File: src/rtl/fifo_rd_streamer_if.sv
// Valid/ready beat stream carrying one FIFO word plus its burst-end marker.
// Latency: none, wires only.
// Backpressure: beat transfers on m_valid & m_ready; the master holds the beat while m_ready is low.
interface fifo_rd_streamer_if #(
   parameter int DATA_W = 128
);
   logic              m_valid;
   logic              m_ready;
   logic [DATA_W-1:0] m_data;
   logic              m_last;

   modport master (
      output m_valid,
      output m_data,
      output m_last,
      input  m_ready
   );

   modport slave (
      input  m_valid,
      input  m_data,
      input  m_last,
      output m_ready
   );
endinterface

File: src/rtl/fifo_rd_streamer.sv
// Drains the my_fifo read port into a registered valid/ready stream with BURST_LEN-beat framing.
// Latency: a word popped at edge N is on m_data from edge N (visible in cycle N+1), one beat per cycle sustained.
// Backpressure: a 2-entry skid buffer absorbs m_ready stalls; pops stop at occupancy 2, m_ready never reaches fifo_rden.
module fifo_rd_streamer #(
   parameter int DATA_W    = 128,
   parameter int BURST_LEN = 4,
   parameter int CNT_W     = 16
) (
   input  logic               clk,
   input  logic               rstn,
   input  logic               fifo_empty,
   input  logic [DATA_W-1:0]  fifo_rddata,
   output logic               fifo_rden,
   fifo_rd_streamer_if.master m,
   output logic               o_burst_done,
   output logic [CNT_W-1:0]   o_burst_cnt,
   output logic [1:0]         o_occ
);

   // Beat counter is at least one bit wide so BURST_LEN=1 still builds.
   localparam int              BC_W    = (BURST_LEN > 1) ? $clog2(BURST_LEN) : 1;
   localparam logic [BC_W-1:0] BC_LAST = BC_W'(BURST_LEN - 1);

   // One skid-buffer entry: the FIFO word and whether it closes a burst.
   typedef struct packed {
      logic [DATA_W-1:0] dat;
      logic              last;
   } beat_t;

   // Skid-buffer occupancy doubles as the control state.
   typedef enum logic [1:0] {
      OCC_0 = 2'd0,
      OCC_1 = 2'd1,
      OCC_2 = 2'd2
   } occ_t;

   occ_t            occ_q, occ_d;
   beat_t           ent0_q, ent0_d;
   beat_t           ent1_q, ent1_d;
   logic [BC_W-1:0] beat_cnt_q, beat_cnt_d;
   logic            burst_done_q;
   logic [CNT_W-1:0] burst_cnt_q;

   logic  push;
   logic  pop_out;
   logic  last_tag;
   beat_t in_beat;

   // Pop decision uses only registered occupancy so m_ready has no path to fifo_rden.
   assign fifo_rden = rstn & ~fifo_empty & (occ_q != OCC_2);
   assign push      = fifo_rden;
   assign pop_out   = (occ_q != OCC_0) & m.m_ready;

   // Framing is stamped at push time, so stalls downstream never move burst boundaries.
   assign last_tag  = (beat_cnt_q == BC_LAST);
   assign in_beat   = {fifo_rddata, last_tag};

   assign m.m_valid    = (occ_q != OCC_0);
   assign m.m_data     = ent0_q.dat;
   assign m.m_last     = ent0_q.last;
   assign o_occ        = occ_q;
   assign o_burst_done = burst_done_q;
   assign o_burst_cnt  = burst_cnt_q;

   // Skid-buffer next state: entry0 is the head, a new word lands behind whatever stays.
   always_comb begin
      occ_d  = occ_q;
      ent0_d = ent0_q;
      ent1_d = ent1_q;
      case (occ_q)
         OCC_0: begin
            if (push) begin
               ent0_d = in_beat;
               occ_d  = OCC_1;
            end
         end
         OCC_1: begin
            case ({push, pop_out})
               2'b11: ent0_d = in_beat;
               2'b10: begin
                  ent1_d = in_beat;
                  occ_d  = OCC_2;
               end
               2'b01: occ_d = OCC_0;
               default: ;
            endcase
         end
         OCC_2: begin
            // No push is possible here; only the head can leave.
            if (pop_out) begin
               ent0_d = ent1_q;
               occ_d  = OCC_1;
            end
         end
         default: occ_d = OCC_0;
      endcase
   end

   // Burst position advances on every word taken from the FIFO and wraps after the last beat.
   always_comb begin
      beat_cnt_d = beat_cnt_q;
      if (push) begin
         beat_cnt_d = last_tag ? '0 : beat_cnt_q + 1'b1;
      end
   end

   // Buffer and framing registers; reset discards any buffered beats.
   always_ff @(posedge clk) begin
      if (!rstn) begin
         occ_q      <= OCC_0;
         ent0_q     <= '0;
         ent1_q     <= '0;
         beat_cnt_q <= '0;
      end else begin
         occ_q      <= occ_d;
         ent0_q     <= ent0_d;
         ent1_q     <= ent1_d;
         beat_cnt_q <= beat_cnt_d;
      end
   end

   // Completed-burst status: pulse and wrapping count on acceptance of a last beat.
   always_ff @(posedge clk) begin
      if (!rstn) begin
         burst_done_q <= 1'b0;
         burst_cnt_q  <= '0;
      end else begin
         burst_done_q <= pop_out & ent0_q.last;
         if (pop_out & ent0_q.last) begin
            burst_cnt_q <= burst_cnt_q + 1'b1;
         end
      end
   end

endmodule
File: src/flat_wrapper.sv
// flat-port wrapper written by rule: the top's interface ports become plain ports
module fifo_rd_streamer_flat 
#(
   parameter int DATA_W    = 128,
   parameter int BURST_LEN = 4,
   parameter int CNT_W     = 16
)
  (clk, rstn, fifo_empty, fifo_rddata, fifo_rden, o_burst_done, o_burst_cnt, o_occ, m_m_valid, m_m_data, m_m_last, m_m_ready);
  fifo_rd_streamer_if #(.DATA_W(DATA_W)) m_i ();
  input  logic clk;
  input  logic rstn;
  input  logic fifo_empty;
  input  logic [DATA_W-1:0] fifo_rddata;
  output logic fifo_rden;
  output logic o_burst_done;
  output logic [CNT_W-1:0] o_burst_cnt;
  output logic [1:0] o_occ;
  output wire logic [$bits(m_i.m_valid)-1:0] m_m_valid;
  output wire logic [$bits(m_i.m_data)-1:0] m_m_data;
  output wire logic [$bits(m_i.m_last)-1:0] m_m_last;
  input wire logic [$bits(m_i.m_ready)-1:0] m_m_ready;
  assign m_m_valid = m_i.m_valid;
  assign m_m_data = m_i.m_data;
  assign m_m_last = m_i.m_last;
  assign m_i.m_ready = m_m_ready;
  fifo_rd_streamer #(.DATA_W(DATA_W), .BURST_LEN(BURST_LEN), .CNT_W(CNT_W)) u_core (.clk(clk), .rstn(rstn), .fifo_empty(fifo_empty), .fifo_rddata(fifo_rddata), .fifo_rden(fifo_rden), .m(m_i), .o_burst_done(o_burst_done), .o_burst_cnt(o_burst_cnt), .o_occ(o_occ));
endmodule
File: config.mk
export PLATFORM = sky130hd
export DESIGN_NAME = fifo_rd_streamer_flat
export DESIGN_NICKNAME = d
export VERILOG_FILES = /design/src/rtl/fifo_rd_streamer_if.sv /design/src/rtl/fifo_rd_streamer.sv /design/src/flat_wrapper.sv
export SDC_FILE = /design/constraint.sdc
export NUM_CORES = 1
export LEC_CHECK = 0
export BUFFER_PORTS_ARGS = -buffer_cell sky130_fd_sc_hd__buf_4
export CORE_UTILIZATION = 50
export DETAILED_ROUTE_END_ITERATION = 10
export GPL_ROUTABILITY_DRIVEN = 0
export PLACE_DENSITY = 0.8
export SYNTH_ARGS = -nofsm -noshare
export SYNTH_HDL_FRONTEND = slang
export SYNTH_SLANG_ARGS = --single-unit
File: constraint.sdc
create_clock -name clk -period 5.4 [get_ports clk]
set_input_delay 0.81 -clock clk [delete_from_list [all_inputs] [get_ports clk]]
set_output_delay 0.81 -clock clk [all_outputs]
set_load 0.005 [all_outputs]
Yosys cells after proc, flatten, opt, wreduce, memory -nomap -nowiden
Cells that the tools add are included.
{"block": "totals", "inputBits": 132, "regBits": 279, "out_inout_bits": 150, "word_cells": 41}
{"block": "classes", "n_eq_ne": 11, "n_addsub": 2, "bitwise_logic": 5, "muxes": 9, "reduce_logical": 6}
{"operator": "129-bit 2-to-1 mux", "n": 3}
{"operator": "129-bit case mux with 3 select lines", "n": 1}
{"operator": "16-bit by 1-bit adder with 16-bit output (second input constant)", "n": 1}
{"operator": "2-bit == test (second input constant)", "n": 4}
{"operator": "2-bit 2-to-1 mux", "n": 3}
{"operator": "2-bit case mux with 3 select lines", "n": 1}
{"operator": "1-bit bitwise AND", "n": 4}
{"operator": "2-bit by 1-bit == test with 1-bit output (second input constant)", "n": 2}
{"operator": "2-bit by 1-bit != test with 1-bit output (second input constant)", "n": 2}
{"operator": "2-bit != test (second input constant)", "n": 2}
{"operator": "2-bit case mux with 2 select lines", "n": 1}
{"operator": "4-bit AND reduction", "n": 1}
{"operator": "3-bit by 2-bit != test with 1-bit output (second input constant)", "n": 1}
{"operator": "3-bit AND reduction", "n": 1}
{"operator": "3-bit nonzero test", "n": 1}
{"operator": "2-bit by 1-bit adder with 2-bit output (second input constant)", "n": 1}
{"operator": "2-bit zero test", "n": 1}
{"operator": "2-bit AND reduction", "n": 1}
{"operator": "2-bit nonzero test", "n": 1}
{"operator": "1-bit NOT", "n": 1}

Logic depth before layout (Yosys ltp)
Gate-level depths: netlist of run 1.
{"block": "depth", "word_depth": 6, "depth_mapped": 12, "depth_no_buf": 7}

Worst setup path before layout of run 1
OpenSTA, ideal clock, no wires.
{"block": "synth_timing", "path_type": "input port to flip-flop", "start": "in rstn", "end": "reg u_core.ent0_q, in the netlist u_core.m.m_data[0]", "setup_slack_ns": 2.583, "path_stages": 12, "arrival_time_ns": 2.728, "setup_ns": 0.089, "path_cell_list": "clkbuf_1 > inv_1 > or3_1 > clkbuf_1 > inv_1 > ha_1 > a221o_1 > buf_4 > buf_4 > buf_2 > nor2_1 > a311oi_2"}
{"block": "synth_via", "elab_chain_cells": 5, "word_cells_on_any_way": 6, "classes_between": "eq/ne: 3; bitwise: 2; reduce/logical: 1"}
{"item": "start: declaration", "line": "flat_wrapper.sv:11", "text": "input logic rstn;"}
{"item": "1-bit bitwise AND * (2 in a row)", "line": "fifo_rd_streamer.sv:50", "text": "assign fifo_rden = rstn & ~fifo_empty & (occ_q != OCC_2);"}
{"item": "net fifo_rden", "line": "flat_wrapper.sv:14", "text": "output logic fifo_rden;"}
{"item": "2-bit == test", "line": "fifo_rd_streamer.sv:78", "text": "case ({push, pop_out})"}
{"item": "2-bit != test (no source line)"}
{"item": "4-bit AND reduction (no source line) *"}
{"item": "end signal: assignment", "line": "fifo_rd_streamer.sv:116", "text": "ent0_q <= ent0_d;"}
{"item": "end: declaration", "line": "fifo_rd_streamer.sv:38", "text": "beat_t ent0_q, ent0_d;"}
The timed path passes the listed nets; every way through them passes the cells marked *.
A chain may end at the register's enable or synchronous reset.

Final worst setup path of run 1
{"block": "layout_timing", "start": "in rstn", "end": "reg u_core.ent0_q, in the netlist u_core.m.m_data[30]"}
{"block": "layout_via", "elab_chain_cells": 5, "word_cells_on_any_way": 6, "classes_between": "eq/ne: 3; bitwise: 2; reduce/logical: 1"}
{"item": "1-bit bitwise AND (2 in a row)", "line": "fifo_rd_streamer.sv:50"}
{"item": "2-bit == test", "line": "fifo_rd_streamer.sv:78"}
{"item": "2-bit != test (no source line)"}
{"item": "4-bit AND reduction (no source line)"}
Several ways; a longest one is shown, not always the timed one.

==> impl_metrics.ini, run 1 <==
[setup_path]
crit_fanout = 103
r2r_start = u_core.o_occ[1]
startpoint_type = input pin
crit_type = input pin to flip-flop
crit_required_ns = 5.84
ff2ff_path_depth = 6
cp.arrival_ns = 3.99
timing.rr.end = u_core.m.m_data[30]
end_kind = flip-flop
reg2reg_slack_ns = 2.01

[floorplanning]
die_h_um = 154
ios = 282
die-area_um2 = 23800
core-area_um2 = 22600
die_x_um = 154
rows = 55
initial_core_util = 0.511

[synth]
ys_seq_elements = 279
synthDistinctLibCells = 33
syn_area_um2 = 11600
syn_inst = 1398
yosysTopAreaCellShare = 0.482
yosys.area.top_type = dfxtp_1
yosysMostFrequentCell = nand2_1
avgSynthCellArea_um2 = 8.28
async_flop_share = 0
synth_edf_count = 0
yosys_most_used_dff = dfxtp_1
synth_nets = 1535
yosysWarningCount = 0
synth_area_leaders = dfxtp_1 (48%), nand2_1 (17%), a311oi_2 (13%)
synth_common_cells = nand2_1 (527), dfxtp_1 (279), nor2_1 (144)
synth_seq_area_share = 0.482

[clock_network]
cts_tree = built
cts.sinks = 279
clk_pin_slew_ns = 0.06
cts_made_buffers = 29
clk_latency_ns = 0.53
h-tree-depth = 1
cts-hold-fix-buffers = 0
root_buffer = clkbuf_16
cts_setup_buffers = 0
cts_resized = 0
cts_max_path_buffers = 3

[power]
swShare = 0.252
combPwrFrac = 0.141
p_seq_frac = 0.454
p_per_area_nw_per_um2 = 341
power.internal_uw = 3720
clkPwrFrac = 0.405
power_leakage_uw = 0.00565
switchingPower_uw = 1250
ir_drop_mv = 0.281

[grt]
grt_usage = 0.246
first_global_vias = 9615
grt_pass1_wl_um = 48100
gr-total-overflow = 0
grt_start_max_net_pins = 173
antenna_found_initial = 1

[detailed_routing]
antenna_left = 0
wl_per_cell_um = 15.9
via_count = 10500
viasPerCell = 5.50
wirelength_um = 30300
drt-initial-drc-count = 764
first_pass_iters = 4
drc_errors = 0

[timing]
worst_pin_slew_ns = 1.04
setup_viol = 0
final-hold-violation-count = 0
rsz0062_at_grt = no
period_minus_slack_ns = 3.55
setup_tns_ns = 0
fmax_ghz = 0.282
slew_headroom = 0.307
slew_violations = 0
fin_worst_skew_ns = 0.0137
post-route-period-util = 0.657

[place]
place_hpwl_um = 18400
io_buffers = 281
dp.cells = 1854

[run_status]
status = finished, final reports clean

[hold_path]
whs_path_depth = 2
worstHoldStart = u_core.ent1_q[64]
hold_class = flip-flop to flip-flop
min_to = u_core.ent1_q[64]

[layout]
finalNonFillerCells = 1907
drive_gt1_frac = 0.272
area_growth_pct = 26.0
fin_nets = 1737

[run]
maxCapViolCount = 0
[worst max-delay path, stage by stage]
cell      delay (ns)
buf_4           0.17
inv_8           0.22
or3_1           0.50
inv_1           0.13
ha_1            0.19
a221o_4         0.74
buf_4           0.71
nor2_1          0.13
a311oi_2        0.28
[power by group through the flow]
stage	Clock (uW)	Combinational, uW	Sequential (uW)
floorplan	0	399	2290
global placement	0	682	2300
detailed placement	0	703	2300
CTS	2050	705	2260
global route	2140	763	2270
finish	2020	700	2260
[registers in the layout, summed over array words and instances, names as in the netlist]
| register | flops |
|---|---|
| u_core.beat_cnt_q | 2 |
| u_core.m.m_data | 128 |
| u_core.ent1_q | 129 |
| u_core.o_occ | 2 |
| u_core.m.m_last | 1 |
| u_core.o_burst_cnt | 16 |
| u_core.o_burst_done | 1 |
[through the flow]
step                      instance area (um^2)  hold slack, ns  utilization  setup slack, ns  power [uW]
final                                    14600           0.452        0.644             1.85        4980
after detailed placement                 13600           0.447        0.601             1.30        3010
after CTS                                14600           0.454        0.644             1.82        5010
after global placement                   13600           0.441        0.601             1.48        2980
after floorplan                          11600           0.437            -             2.58        2690
after global routing                     14600           0.469        0.644             1.63        5170
[metal layers]
layer,vias to the layer above,share of wire,global-route usage
li1,5108,-,-
met1,4966,0.41,0.307
met2,357,0.49,0.420
met3,63,0.069,0.0443
met4,0,0.034,0.100
met5,-,0,0
[logic make-up after synthesis]
group,count (synthesis),share of synthesized area
mux,4,0.00346
xor+xnor,9,0.00681
compound gates,271,0.214
simple gates,704,0.235
buf+inv,126,0.0530
fa+ha+maj,5,0.00540
flops,279,0.482
[cell usage in the layout (no fill, tap or decap), types with 2 or more instances in the layout]
| cell | instances |
|---|---|
| mux2i_1 | 4 |
| a21oi_1 | 134 |
| dfxtp_1 | 279 |
| nand2b_1 | 3 |
| nor2_1 | 144 |
| nand4_1 | 3 |
| clkbuf_1 | 8 |
| a311oi_1 | 29 |
| ha_1 | 5 |
| bufinv_16 | 3 |
| buf_4 | 286 |
| buf_12 | 4 |
| clkbuf_8 | 6 |
| nor4_1 | 3 |
| nand3_1 | 5 |
| a311oi_2 | 100 |
| or3_1 | 5 |
| clkbuf_16 | 29 |
| nor3_1 | 4 |
| o21ai_0 | 5 |
| xnor2_1 | 8 |
| inv_1 | 6 |
| inv_8 | 2 |
| nand2_1 | 526 |
| clkinv_2 | 4 |
[layout make-up]
class / count / area (um^2)
timing repair buffer: 290 / 2230
multi-input combinational: 993 / 5410
antenna: 1 / 2.50
inverter: 7 / 33.8
clock buffer: 43 / 838
tap: 285 / 357
sequential: 279 / 5590
clock inverter: 9 / 129
fill: 1849 / 8050
[worst max path at each step]
stage                               end  startpoint  slack [ns]
global placement    u_core.m.m_data[36]        rstn        1.48
CTS                 u_core.m.m_data[20]        rstn        1.82
detailed placement  u_core.m.m_data[30]        rstn        1.30
global route        u_core.m.m_data[20]        rstn        1.63
finish              u_core.m.m_data[30]        rstn        1.85
floorplan            u_core.m.m_data[0]        rstn        2.58
(Power assumes the default switching activity.)
==> run 2: changes to the inputs <==
--- a/config.mk
+++ b/config.mk
@@ -6,10 +6,10 @@
 export NUM_CORES = 1
 export LEC_CHECK = 0
 export BUFFER_PORTS_ARGS = -buffer_cell sky130_fd_sc_hd__buf_4
-export CORE_UTILIZATION = 50
+export CORE_UTILIZATION = 48
 export DETAILED_ROUTE_END_ITERATION = 10
 export GPL_ROUTABILITY_DRIVEN = 0
-export PLACE_DENSITY = 0.8
+export PLACE_DENSITY = 0.81
 export SYNTH_ARGS = -nofsm -noshare
 export SYNTH_HDL_FRONTEND = slang
 export SYNTH_SLANG_ARGS = --single-unit
==> constraint.sdc (replaced) <==
create_clock -name clk -period 2.9 [get_ports clk]
set_input_delay 0.435 -clock clk [delete_from_list [all_inputs] [get_ports clk]]
set_output_delay 0.435 -clock clk [all_outputs]
set_load 0.005 [all_outputs]
==> impl_metrics.ini, run 2 (same netlist as run 1, synthesis figures left out) <==
[run_status]
status = finished, final reports clean

[clock_network]
cts_resized = 0
h-tree-depth = 1
cts_max_path_buffers = 3
cts.sinks = 279
cts_tree = built
clk_pin_slew_ns = 0.06
cts-hold-fix-buffers = 0
cts_made_buffers = 29
cts_setup_buffers = 0
clk_latency_ns = 0.54
root_buffer = clkbuf_16

[power]
power_leakage_uw = 0.00570
clkPwrFrac = 0.400
p_per_area_nw_per_um2 = 625
p_seq_frac = 0.456
power.internal_uw = 6890
combPwrFrac = 0.144
ir_drop_mv = 0.468
switchingPower_uw = 2330
swShare = 0.252

[detailed_routing]
drt-initial-drc-count = 650
viasPerCell = 5.35
drc_errors = 0
first_pass_iters = 5
wl_per_cell_um = 15.3
antenna_left = 0
via_count = 10400
wirelength_um = 29900

[setup_path]
r2r_start = u_core.o_occ[1]
timing.rr.end = u_core.ent1_q[45]
crit_type = flip-flop to flip-flop
startpoint_type = flip-flop
reg2reg_slack_ns = 0.24
ff2ff_path_depth = 8
crit_start = u_core.o_occ[1]
end_kind = flip-flop
crit_path_end = u_core.ent1_q[45]
crit_fanout = 85
cp.arrival_ns = 3.11
crit_required_ns = 3.35

[layout]
seqCellArea_um2 = 5590
largest_reg_flops = 129
area_growth_pct = 27.4
largest_register = u_core.ent1_q
stdcell_area_um2 = 14700
fin_nets = 1747
layout_commonest_cell = nand2_1
multi_input_area_um2 = 5410
final_cell_mix = nand2_1 (526), buf_4 (291), dfxtp_1 (279), nor2_1 (144), a21oi_1 (134)
n_antenna_cell = 0
finalNonFillerCells = 1950
num-fill-cells = 1985
drive_gt1_frac = 0.276

[hold_path]
hold_class = input pin to flip-flop

[grt]
grt_use_met2 = 0.393
antenna_found_initial = 1
grtUsageMet3 = 0.0614
use_met1 = 0.284
grt_usage = 0.237
grt_start_max_net_pins = 199
gr-total-overflow = 0
grt_pass1_wl_um = 48000
first_global_vias = 9844
top_usage_layer = met2

[run]
maxCapViolCount = 0

[place]
dp.cells = 1898
place_hpwl_um = 18700
io_buffers = 281
post_dp_cell_area_um2 = 13800

[timing]
period_minus_slack_ns = 2.66
setup_tns_ns = 0
setup_viol = 0
final-hold-violation-count = 0
slew_headroom = 0.216
fin_worst_skew_ns = 0.00980
slew_violations = 0
fmax_ghz = 0.376
worst_pin_slew_ns = 1.18
rsz0062_at_grt = no
post-route-period-util = 0.916
hold_slack_ns = 0.145

[floorplanning]
die-area_um2 = 24700
initial_core_util = 0.492
die_h_um = 157
rows = 56
core-area_um2 = 23500
ios = 282
die_x_um = 157
==> run 2: stage by stage <==
step	total power, uW	util	setup slack (ns)
global placement	5570	0.586	0.323
CTS	9290	0.626	0.228
detailed placement	5620	0.586	0.271
global route	9610	0.626	0.0293
finish	9220	0.626	0.243
floorplan	5010	-	0.458
==> run 2: critical path, stage by stage, from the launching register on <==
cell and delay (ns):
dfxtp_1 0.52, nor2b_4 0.26, or3_1 0.24, inv_1 0.12, ha_1 0.26, nand2_4 0.07
buf_4 0.73, nand2_1 0.15, a21oi_1 0.19
==> run 2: how the worst min path moves through the flow <==
stage / startpoint / end / slack, ns / cells past startpoint
after floorplan: u_core.ent1_q[0] / u_core.ent1_q[0] / 0.44 / 2
after global placement: u_core.ent1_q[27] / u_core.ent1_q[27] / 0.44 / 2
final: fifo_rddata[97] / u_core.ent1_q[98] / 0.15 / 3
after global routing: fifo_rddata[45] / u_core.ent1_q[46] / 0.13 / 3
after CTS: fifo_rddata[2] / u_core.ent1_q[3] / 0.12 / 3
after detailed placement: u_core.ent1_q[71] / u_core.ent1_q[71] / 0.45 / 2
==> run 2: final cells by class <==
| class | instances | area share |
|---|---|---|
| flip-flops and latches | 279 | 0.379 |
| multi-input cells | 993 | 0.367 |
| repair buffers | 300 | 0.160 |
| clock buffers | 45 | 0.0580 |
| well taps | 319 | 0.0271 |
| clock inverters | 7 | 0.00619 |
| inverters | 7 | 0.00229 |
==> run 2: layer usage <==
| layer | wire length, um | vias up |
|---|---|---|
| li1 | - | 5116 |
| met1 | 12200 | 4863 |
| met2 | 14000 | 355 |
| met3 | 2300 | 97 |
| met4 | 1390 | 2 |
| met5 | 13 | - |
==> run 2: power groups by stage <==
stage	logic, uW	registers [uW]	clock network (uW)
2_1_floorplan	743	4270	0
3_3_place_gp	1300	4280	0
3_5_place_dp	1330	4280	0
4_1_cts	1340	4200	3760
5_1_grt	1460	4230	3930
6_report	1330	4200	3690
